$ cat config.mk
export PLATFORM = sky130hd
export DESIGN_NAME = ctrl_interrupciones
export DESIGN_NICKNAME = d
export VERILOG_FILES = /design/src/rtl/ctrl_interrupciones_pkg.sv /design/src/rtl/ctrl_interrupciones_sincro.sv /design/src/rtl/ctrl_interrupciones.sv
export SDC_FILE = /design/constraint.sdc
export NUM_CORES = 1
export LEC_CHECK = 0
export BUFFER_PORTS_ARGS = -buffer_cell sky130_fd_sc_hd__buf_2
export CAP_MARGIN = 10
export CORE_MARGIN = 1.5
export CORE_UTILIZATION = 29
export DETAILED_ROUTE_END_ITERATION = 6
export SYNTH_ARGS = -nofsm -noshare
export SYNTH_HDL_FRONTEND = slang
export SYNTH_SLANG_ARGS = --single-unit
export TNS_END_PERCENT = 30
$ cat constraint.sdc
create_clock -name clk -period 3 [get_ports clk]
set_clock_uncertainty 0.2 [all_clocks]
set_input_delay 0.15 -clock clk [delete_from_list [all_inputs] [get_ports clk]]
set_output_delay 0.15 -clock clk [all_outputs]
set_load 0.05 [all_outputs]
$ cat src/rtl/ctrl_interrupciones_pkg.sv
// Shared definitions for the interrupt controller: FSM encoding and default vector base.
package ctrl_interrupciones_pkg;

   typedef enum logic {
      IDLE     = 1'b0,
      SERVICIO = 1'b1
   } estado_t;

   localparam logic [9:0] VEC_BASE_DEF = 10'h3F0;

endpackage

$ cat src/rtl/ctrl_interrupciones_sincro.sv
// Two-flop synchroniser for the raw interrupt pins followed by a rising-edge detector.
// A pin edge shows up on flanco_o during the cycle after the second flop captures it,
// so the pending register that consumes it is set on the third clock edge.
module sincro_flanco #(
   parameter int N_INT = 4
) (
   input  logic             clk,
   input  logic             reset,
   input  logic [N_INT-1:0] irq_i,
   output logic [N_INT-1:0] flanco_o
);

   logic [N_INT-1:0] meta_q;
   logic [N_INT-1:0] sinc_q;
   logic [N_INT-1:0] prev_q;

   // Shift the pin levels through the synchroniser and keep last cycle's level
   always_ff @(posedge clk or negedge reset) begin
      if (!reset) begin
         meta_q <= '0;
         sinc_q <= '0;
         prev_q <= '0;
      end else begin
         // NOTE: non-blocking so each stage captures its neighbour's pre-edge value
         meta_q <= irq_i;
         sinc_q <= meta_q;
         prev_q <= sinc_q;
      end
   end

   assign flanco_o = sinc_q & ~prev_q;

endmodule

$ cat src/rtl/ctrl_interrupciones.sv
// Interrupt controller in front of the return-address stack: latches requests,
// vectors the PC to the highest-priority one, saves/restores the PC on the stack
// and merges its own stack traffic with CALL/RET from the control unit.
module ctrl_interrupciones
   import ctrl_interrupciones_pkg::*;
#(
   parameter int               N_INT    = 4,
   parameter int               WIDTH    = 10,
   parameter logic [WIDTH-1:0] VEC_BASE = WIDTH'(VEC_BASE_DEF),
   parameter int               DEPTH    = 16
) (
   input  logic             clk,
   input  logic             reset,
   input  logic [N_INT-1:0] irq,
   input  logic             ie_set,
   input  logic             ie_clr,
   input  logic             mask_we,
   input  logic [N_INT-1:0] mask_in,
   input  logic             reti,
   input  logic             cpu_push,
   input  logic             cpu_pop,
   input  logic [WIDTH-1:0] cpu_dato,
   input  logic [WIDTH-1:0] pc_actual,
   output logic             take,
   output logic [WIDTH-1:0] vector,
   output logic             pop_ret,
   output logic             push,
   output logic             pop,
   output logic             weSP,
   output logic [WIDTH-1:0] entrada,
   output logic [N_INT-1:0] pending,
   output logic             en_servicio,
   output logic             err_pila
);

   localparam int               SEL_W   = (N_INT > 1) ? $clog2(N_INT) : 1;
   localparam int               OCC_W   = $clog2(DEPTH + 1);
   localparam logic [OCC_W-1:0] OCC_MAX = OCC_W'(DEPTH);

   estado_t          estado_q, estado_d;
   logic             ie_q, ie_d;
   logic [N_INT-1:0] mask_q, mask_d;
   logic [N_INT-1:0] pending_q, pending_d;
   logic [OCC_W-1:0] occ_q, occ_d;
   logic             err_q, err_d;

   logic [N_INT-1:0] flanco, req, clr;
   logic [SEL_W-1:0] sel;
   logic             hay_req, lleno, vacio, instr, conflicto;
   logic             take_int, int_bloq;
   logic             push_cpu, push_bloq, pop_cpu, pop_bloq;
   logic             reti_sol, reti_ok, reti_bloq;

   sincro_flanco #(.N_INT(N_INT)) u_sincro (
      .clk      (clk),
      .reset    (reset),
      .irq_i    (irq),
      .flanco_o (flanco)
   );

   assign req     = pending_q & mask_q & {N_INT{ie_q}};
   assign hay_req = |req;

   // Priority encoder: the lowest-numbered active request wins
   always_comb begin
      // NOTE: default before the loop so every path assigns sel and no latch is inferred
      sel = '0;
      for (int i = N_INT - 1; i >= 0; i--) begin
         if (req[i]) sel = SEL_W'(i);
      end
   end

   assign lleno     = (occ_q == OCC_MAX);
   assign vacio     = (occ_q == '0);
   assign instr     = cpu_push | cpu_pop | reti;
   assign conflicto = cpu_push & cpu_pop;

   // An interrupt only fires in a cycle with no stack-touching instruction of its own
   assign take_int  = (estado_q == IDLE) & hay_req & ~instr & ~lleno;
   assign int_bloq  = (estado_q == IDLE) & hay_req & ~instr & lleno;

   // CALL passthrough is gated by reset so every output idles at zero while held in reset
   assign push_cpu  = reset & cpu_push & ~cpu_pop & ~lleno;
   assign push_bloq = cpu_push & ~cpu_pop & lleno;
   assign pop_cpu   = cpu_pop & ~cpu_push & ~vacio;
   assign pop_bloq  = cpu_pop & ~cpu_push & vacio;

   assign reti_sol  = (estado_q == SERVICIO) & reti & ~cpu_push & ~cpu_pop;
   assign reti_ok   = reti_sol & ~vacio;
   assign reti_bloq = reti_sol & vacio;

   assign clr = take_int ? (N_INT'(1) << sel) : '0;

   assign take        = take_int;
   assign vector      = take_int ? (VEC_BASE + WIDTH'(sel)) : '0;
   assign pop_ret     = reti_ok;
   assign push        = take_int | push_cpu;
   assign pop         = pop_cpu | reti_ok;
   assign weSP        = push | pop;
   assign entrada     = take_int ? pc_actual : (push_cpu ? cpu_dato : '0);
   assign pending     = pending_q;
   assign en_servicio = (estado_q == SERVICIO);
   assign err_pila    = err_q;

   // Next-state values for the FSM, enables, mask, requests, occupancy and error flag
   always_comb begin
      estado_d = estado_q;
      if (take_int) begin
         estado_d = SERVICIO;
      end else if (reti_ok) begin
         estado_d = IDLE;
      end

      ie_d      = ie_clr ? 1'b0 : (ie_set ? 1'b1 : ie_q);
      mask_d    = mask_we ? mask_in : mask_q;
      pending_d = (pending_q & ~clr) | flanco;

      occ_d = occ_q;
      if (push) begin
         occ_d = occ_q + OCC_W'(1);
      end else if (pop) begin
         occ_d = occ_q - OCC_W'(1);
      end

      err_d = err_q | conflicto | int_bloq | push_bloq | pop_bloq | reti_bloq;
   end

   // Controller registers; all clear immediately on reset
   always_ff @(posedge clk or negedge reset) begin
      if (!reset) begin
         estado_q  <= IDLE;
         ie_q      <= 1'b0;
         mask_q    <= '0;
         pending_q <= '0;
         occ_q     <= '0;
         err_q     <= 1'b0;
      end else begin
         estado_q  <= estado_d;
         ie_q      <= ie_d;
         mask_q    <= mask_d;
         pending_q <= pending_d;
         occ_q     <= occ_d;
         err_q     <= err_d;
      end
   end

endmodule

Yosys cells after proc, flatten, opt, wreduce, memory -nomap -nowiden
Index checks and enable logic that the tools add are counted.
{"block": "totals", "reg_bits": 28, "wordCells": 74, "output_inout_bits": 31, "inputBits": 36}
{"block": "classes", "eq_ne": 1, "muxes": 14, "shift": 1, "reduce_logical": 5, "bitwise_logic": 41, "n_addsub": 3}
{"cell": "10-bit 2-to-1 mux", "n": 3}
{"cell": "1-bit bitwise AND", "n": 18}
{"cell": "4-bit bitwise AND", "n": 4}
{"cell": "5-bit 2-to-1 mux", "n": 2}
{"cell": "1-bit OR", "n": 10}
{"cell": "2-bit 2-to-1 mux", "n": 4}
{"cell": "4-bit inverter", "n": 2}
{"cell": "5-bit by 3-bit adder with 6-bit output (first input constant)", "n": 1}
{"cell": "1-bit inverter", "n": 6}
{"cell": "2-bit nonzero test", "n": 3}
{"cell": "5-bit by 1-bit adder with 5-bit output (second input constant)", "n": 1}
{"cell": "5-bit == test (second input constant)", "n": 1}
{"cell": "5-bit zero test", "n": 1}
{"cell": "5-bit by 1-bit subtractor with 5-bit output (second input constant)", "n": 1}
{"cell": "1-bit 2-to-1 mux", "n": 4}
{"cell": "4-bit 2-to-1 mux", "n": 1}
{"cell": "4-bit OR", "n": 1}
{"cell": "4-bit OR reduction", "n": 1}
{"cell": "1-bit by 2-bit left shift with 4-bit output (first input constant)", "n": 1}

Logic depth before layout (Yosys ltp)
{"block": "depth", "word_depth": 11, "depth_mapped": 9, "ltp_nobuf": 9}

Cells and area by module
A second synthesis with hierarchy kept.
{"block": "unflattened", "hier_cells": 137, "area_unflattened_um2": 1470.2}
{"mod": "ctrl_interrupciones", "cells_per_inst": 121, "seq_area_each_um2": 400.4, "instances": 1, "area_each_um2": 1114.8}
{"mod": "sincro_flanco", "cells_per_inst": 16, "seq_area_each_um2": 300.3, "instances": 1, "area_each_um2": 355.3}

Worst setup path before layout
OpenSTA, ideal clock, no wires.
{"block": "synth_timing", "kind": "register to register", "from": "register estado_q, in the netlist en_servicio", "to": "register occ_q[4]", "path_buffers": 0, "setup_ns": 0.127, "t_required_ns": 2.673, "arrival_ns": 2.877, "period_less_slack_ns": 3.204, "path_slack_ns": -0.204, "path_stages_with_launch": 10, "path_cell_list": "dfrtp_1 or4b_4 a211o_4 a21oi_4 xnor2_1 ha_1 or3_1 a21oi_1 a221o_1 o21ai_0"}
{"block": "synth_via", "elab_chain_cells": 6, "elab_cells_between_ends": 12, "classes_between": "mux (1); bitwise (10); reduce/logical (1)"}
{"item": "from (decl)", "line_no": "ctrl_interrupciones.sv:40", "text": "estado_t estado_q, estado_d;"}
{"item": "from (signal assigned)", "line_no": "ctrl_interrupciones.sv:138", "text": "estado_q <= estado_d;"}
{"item": "1-bit inverter (*)", "line_no": "ctrl_interrupciones.sv:79", "text": "assign take_int = (estado_q == IDLE) & hay_req & ~instr & ~lleno;"}
{"item": "1-bit bitwise AND (*) (3 in series)", "line_no": "ctrl_interrupciones.sv:79"}
{"item": "1-bit OR (*)", "line_no": "ctrl_interrupciones.sv:97", "text": "assign push = take_int | push_cpu;"}
{"item": "via push", "line_no": "ctrl_interrupciones.sv:27", "text": "output logic push,"}
{"item": "5-bit 2-to-1 mux or 2-bit nonzero test (tied branches)"}
{"item": "to (signal assigned)", "line_no": "ctrl_interrupciones.sv:135", "text": "occ_q <= '0;"}
{"item": "to (signal assigned)", "line_no": "ctrl_interrupciones.sv:142", "text": "occ_q <= occ_d;"}
{"item": "to (decl)", "line_no": "ctrl_interrupciones.sv:44", "text": "logic [OCC_W-1:0] occ_q, occ_d;"}
The timed path passes the listed nets; every way through them passes the cells marked *.
A chain may end at the register's enable or synchronous reset.

Worst setup path in the final report
{"block": "layout_timing", "from": "input cpu_push", "to": "register occ_q[4]"}
{"block": "layout_via", "elab_chain_cells": 7, "elab_cells_between_ends": 18, "classes_between": "mux (1); bitwise (16); reduce/logical (1)"}
{"item": "from (decl)", "line_no": "ctrl_interrupciones.sv:20", "text": "input logic cpu_push,"}
{"item": "1-bit OR (2 in series)", "line_no": "ctrl_interrupciones.sv:75", "text": "assign instr = cpu_push | cpu_pop | reti;"}
{"item": "1-bit inverter", "line_no": "ctrl_interrupciones.sv:79"}
{"item": "1-bit bitwise AND (2 in series)", "line_no": "ctrl_interrupciones.sv:79"}
{"item": "1-bit OR", "line_no": "ctrl_interrupciones.sv:97"}
{"item": "5-bit 2-to-1 mux or 2-bit nonzero test (tied branches)"}
Parallel ways exist; a longest one is shown, timed or not.

==> flow_metrics.tcl <==
set metrics [dict create \
    setup_viol 0 \
    syn2layout_area_growth_pct 43.5 \
    post-place-ws_ns 0.268 \
    die_y_um 72.8 \
    drive_above_1_share_pct 41.5 \
    critPathKind "in2reg" \
    outcome "completed" \
    insertion_delay_ns 0.28 \
    postCtsSetupRepairBufs 0 \
    fp.coreArea_mm2 0.00472 \
    hold_path.class "in2reg" \
    setup_ws_ns 0.0949 \
    track_usage_pct 14.0 \
    dieArea_mm2 0.00530 \
    filler_cell_count 467 \
    multi_input_area_um2 623 \
    dieWidth_um 72.8 \
    grt_antenna_before_repair 0 \
    grt_overflow_total 0 \
    dr_total_vias 1266 \
    cts_buffer_depth 2 \
    max-cap-violations 0 \
    cp-startpoint "cpu_push" \
    syn-cell-area_mm2 0.00141 \
    slowest_stage "or4b_4" \
    rsz0062_at_grt "true" \
    r2r_start "en_servicio" \
    cts.sinks 28 \
    io_buffers 64 \
    max_freq_ghz 0.344 \
    antenna_cells 0 \
    power_mw 1.29 \
    gp_congestion 0.768 \
    vdd_drop_max_mv 0.245 \
    cts_root_buf "clkbuf_8" \
    grt_max_degree 29 \
    grt_pass1_wl_mm 5.64 \
    crit_chain "dlygate4sd3_1 -> buf_2 -> or4b_4 -> a211o_4 -> a21oi_4 -> xnor2_1 -> ha_2 -> or3_1 -> a21oi_2 -> a221o_1 -> o21ai_0" \
    initial_core_util_pct 29.9 \
    p_leak_nw 0.989 \
    hold_start "cpu_pop" \
    slew_headroom_pct 57.7 \
    arrival_ns 2.87 \
    clkTransAtPathRegs_ns 0.10 \
    dr.pass1.iters 4 \
    yosysWarnings 0 \
    powerDensity_mw_per_mm2 638 \
    period_needed_ns 2.91 \
    cp-start-kind "input pin" \
    final_antenna_net_count 0 \
    grt_pass1_vias 1283 \
    dp_hpwl_mm 2.61 \
    seq_area_frac_synth_pct 49.6 \
    setup.worst_path.end_class "flip-flop" \
    cts_tree "built" \
    final_cells 279 \
    wirelength_mm 3.48 \
    hold_viol 0 \
    cts_made_buffers 3 \
    syn_avg_cell_area_um2 10.6 \
    post-route-period-util_pct 96.8 \
    rows 25 \
    routedWlPerCell_um 12.5 \
    drcViolationCount 0 \
    tightestPinTransition_ns 0.632 \
    layout.nets 251 \
    ys_seq_elements 28 \
    htreeDepth 1 \
    cp_max_fo 6 \
    drt_iter0_drc 52 \
    layout.area.seq_um2 702 \
    syn_inst 133 \
    via_per_inst 4.54 \
    dp.cells 258 \
    cp.required_ns 2.97 \
    io-pin-count 67 \
    ys_types 39 \
    drv_slew 0 \
    max_stage_delay_ns 0.55 \
]
## cell usage after synthesis, drive strengths merged
library cell,count,area (µm²)
dfrtp,28,701
o21ai,14,70.1
a22o,10,87.6
buf,10,78.8
nor2,10,37.5
inv,9,33.8
nand2,8,30.0
a21oi,7,46.3
mux2,6,75.1
and2,3,18.8
xnor2,3,26.3
ha,2,25.0
nand3,2,10.0
nor4,2,18.8
or2,2,12.5
a211o,1,17.5
a21bo,1,10.0
a21o,1,7.51
a221o,1,10.0
a222oi,1,10.0
a22oi,1,7.51
a31oi,1,6.26
and3,1,6.26
conb,1,3.75
nand2b,1,6.26
nand3b,1,7.51
nand4,1,6.26
o22ai,1,6.26
o2bb2ai,1,8.76
or3,1,6.26
or4b,1,13.8
xor2,1,8.76
## state kept, by name, summed over array words and instances (netlist names)
register         cells
occ_q                5
mask_q               4
pending              4
u_sincro.meta_q      4
u_sincro.prev_q      4
u_sincro.sinc_q      4
en_servicio          1
err_pila             1
ie_q                 1
## worst max-delay path: cells and delay by family
family / cells / cell delay, ns
simple gates: 2 / 0.87
compound gates: 5 / 0.86
buf+inv: 2 / 0.70
fa+ha+maj: 1 / 0.19
xor+xnor: 1 / 0.11
## logic make-up after synthesis
family | after synthesis | synth area share, %
AOI/OAI and AO/OA | 40 | 20.4
and+or+nand+nor | 33 | 12.3
DFF | 28 | 49.6
buffers and inverters | 19 | 7.96
muxes | 6 | 5.31
xor gates and xnor gates | 4 | 2.48
adders and majority gates | 2 | 1.77
other | 1 | 0.265
## final timing paths
check / endpoint / cells after the start / slack [ns]
min in group asynchronous: pending[3] / 3 / 0.28
worst min register to register: u_sincro.sinc_q[3] / 0 / 0.16
worst max register to register: occ_q[4] / 9 / 0.27
worst max-delay path: occ_q[4] / 11 / 0.09
worst min-delay path: en_servicio / 3 / 0.05
max in group asynchronous: en_servicio / 3 / 2.04
## power by group
part	leakage (nW)	switching (mW)	internal, mW
sequential	0.313	0.0763	0.438
combinational	0.641	0.262	0.221
clock	0.0357	0.120	0.179
total	0.989	0.458	0.837
## cell type report
| class | count | share of cell area [%] |
|---|---|---|
| multi-input combinational | 87 | 30.7 |
| tap | 67 | 4.13 |
| clock buffer | 3 | 2.03 |
| sequential | 28 | 34.6 |
| inverter | 9 | 1.79 |
| timing repair buffer | 84 | 25.3 |
| clock inverter | 1 | 1.48 |
## layer usage
metal	part of all wire [%]	GRT usage, %	up-vias
li1	-	-	620
met4	1.3	4.40	0
met3	8.5	3.18	5
met2	49	26.1	60
met1	42	15.8	581
met5	0	0	-
## metrics by stage
step           hold slack (ns)  area [µm²]  utilization (%)  TNS (ns)
6_report                0.0542        2030             43.0         0
5_1_grt                 0.0771        2030             43.0   -0.0157
4_1_cts                 0.0577        2030             42.9         0
3_5_place_dp            0.0436        1790             37.8         0
3_3_place_gp            0.0422        1790             37.8         0
2_1_floorplan           -0.346        1440                -   -0.0379
## layout by cell type, fill, tap and decap left out, drive strengths merged, types with 2 or more instances in the layout
master / netlist / final
conb: 1 / 2
o21ai: 14 / 14
clkbuf: 0 / 3
mux2: 6 / 6
ha: 2 / 2
nor2: 10 / 10
xnor2: 3 / 3
and2: 3 / 3
inv: 9 / 9
dfrtp: 28 / 28
dlygate4sd3: 0 / 17
nand3: 2 / 2
buf: 10 / 67
or2: 2 / 2
nand2: 8 / 8
a21oi: 7 / 7
a22o: 10 / 10
nor4: 2 / 2
## repair_timing
item                                   CTS  global route
resized for setup                        0             1
endpoints found under the hold margin   38             0
hold buffers                            17             0
setup endpoints to repair                0             5
Power figures use the tool's default switching activity.
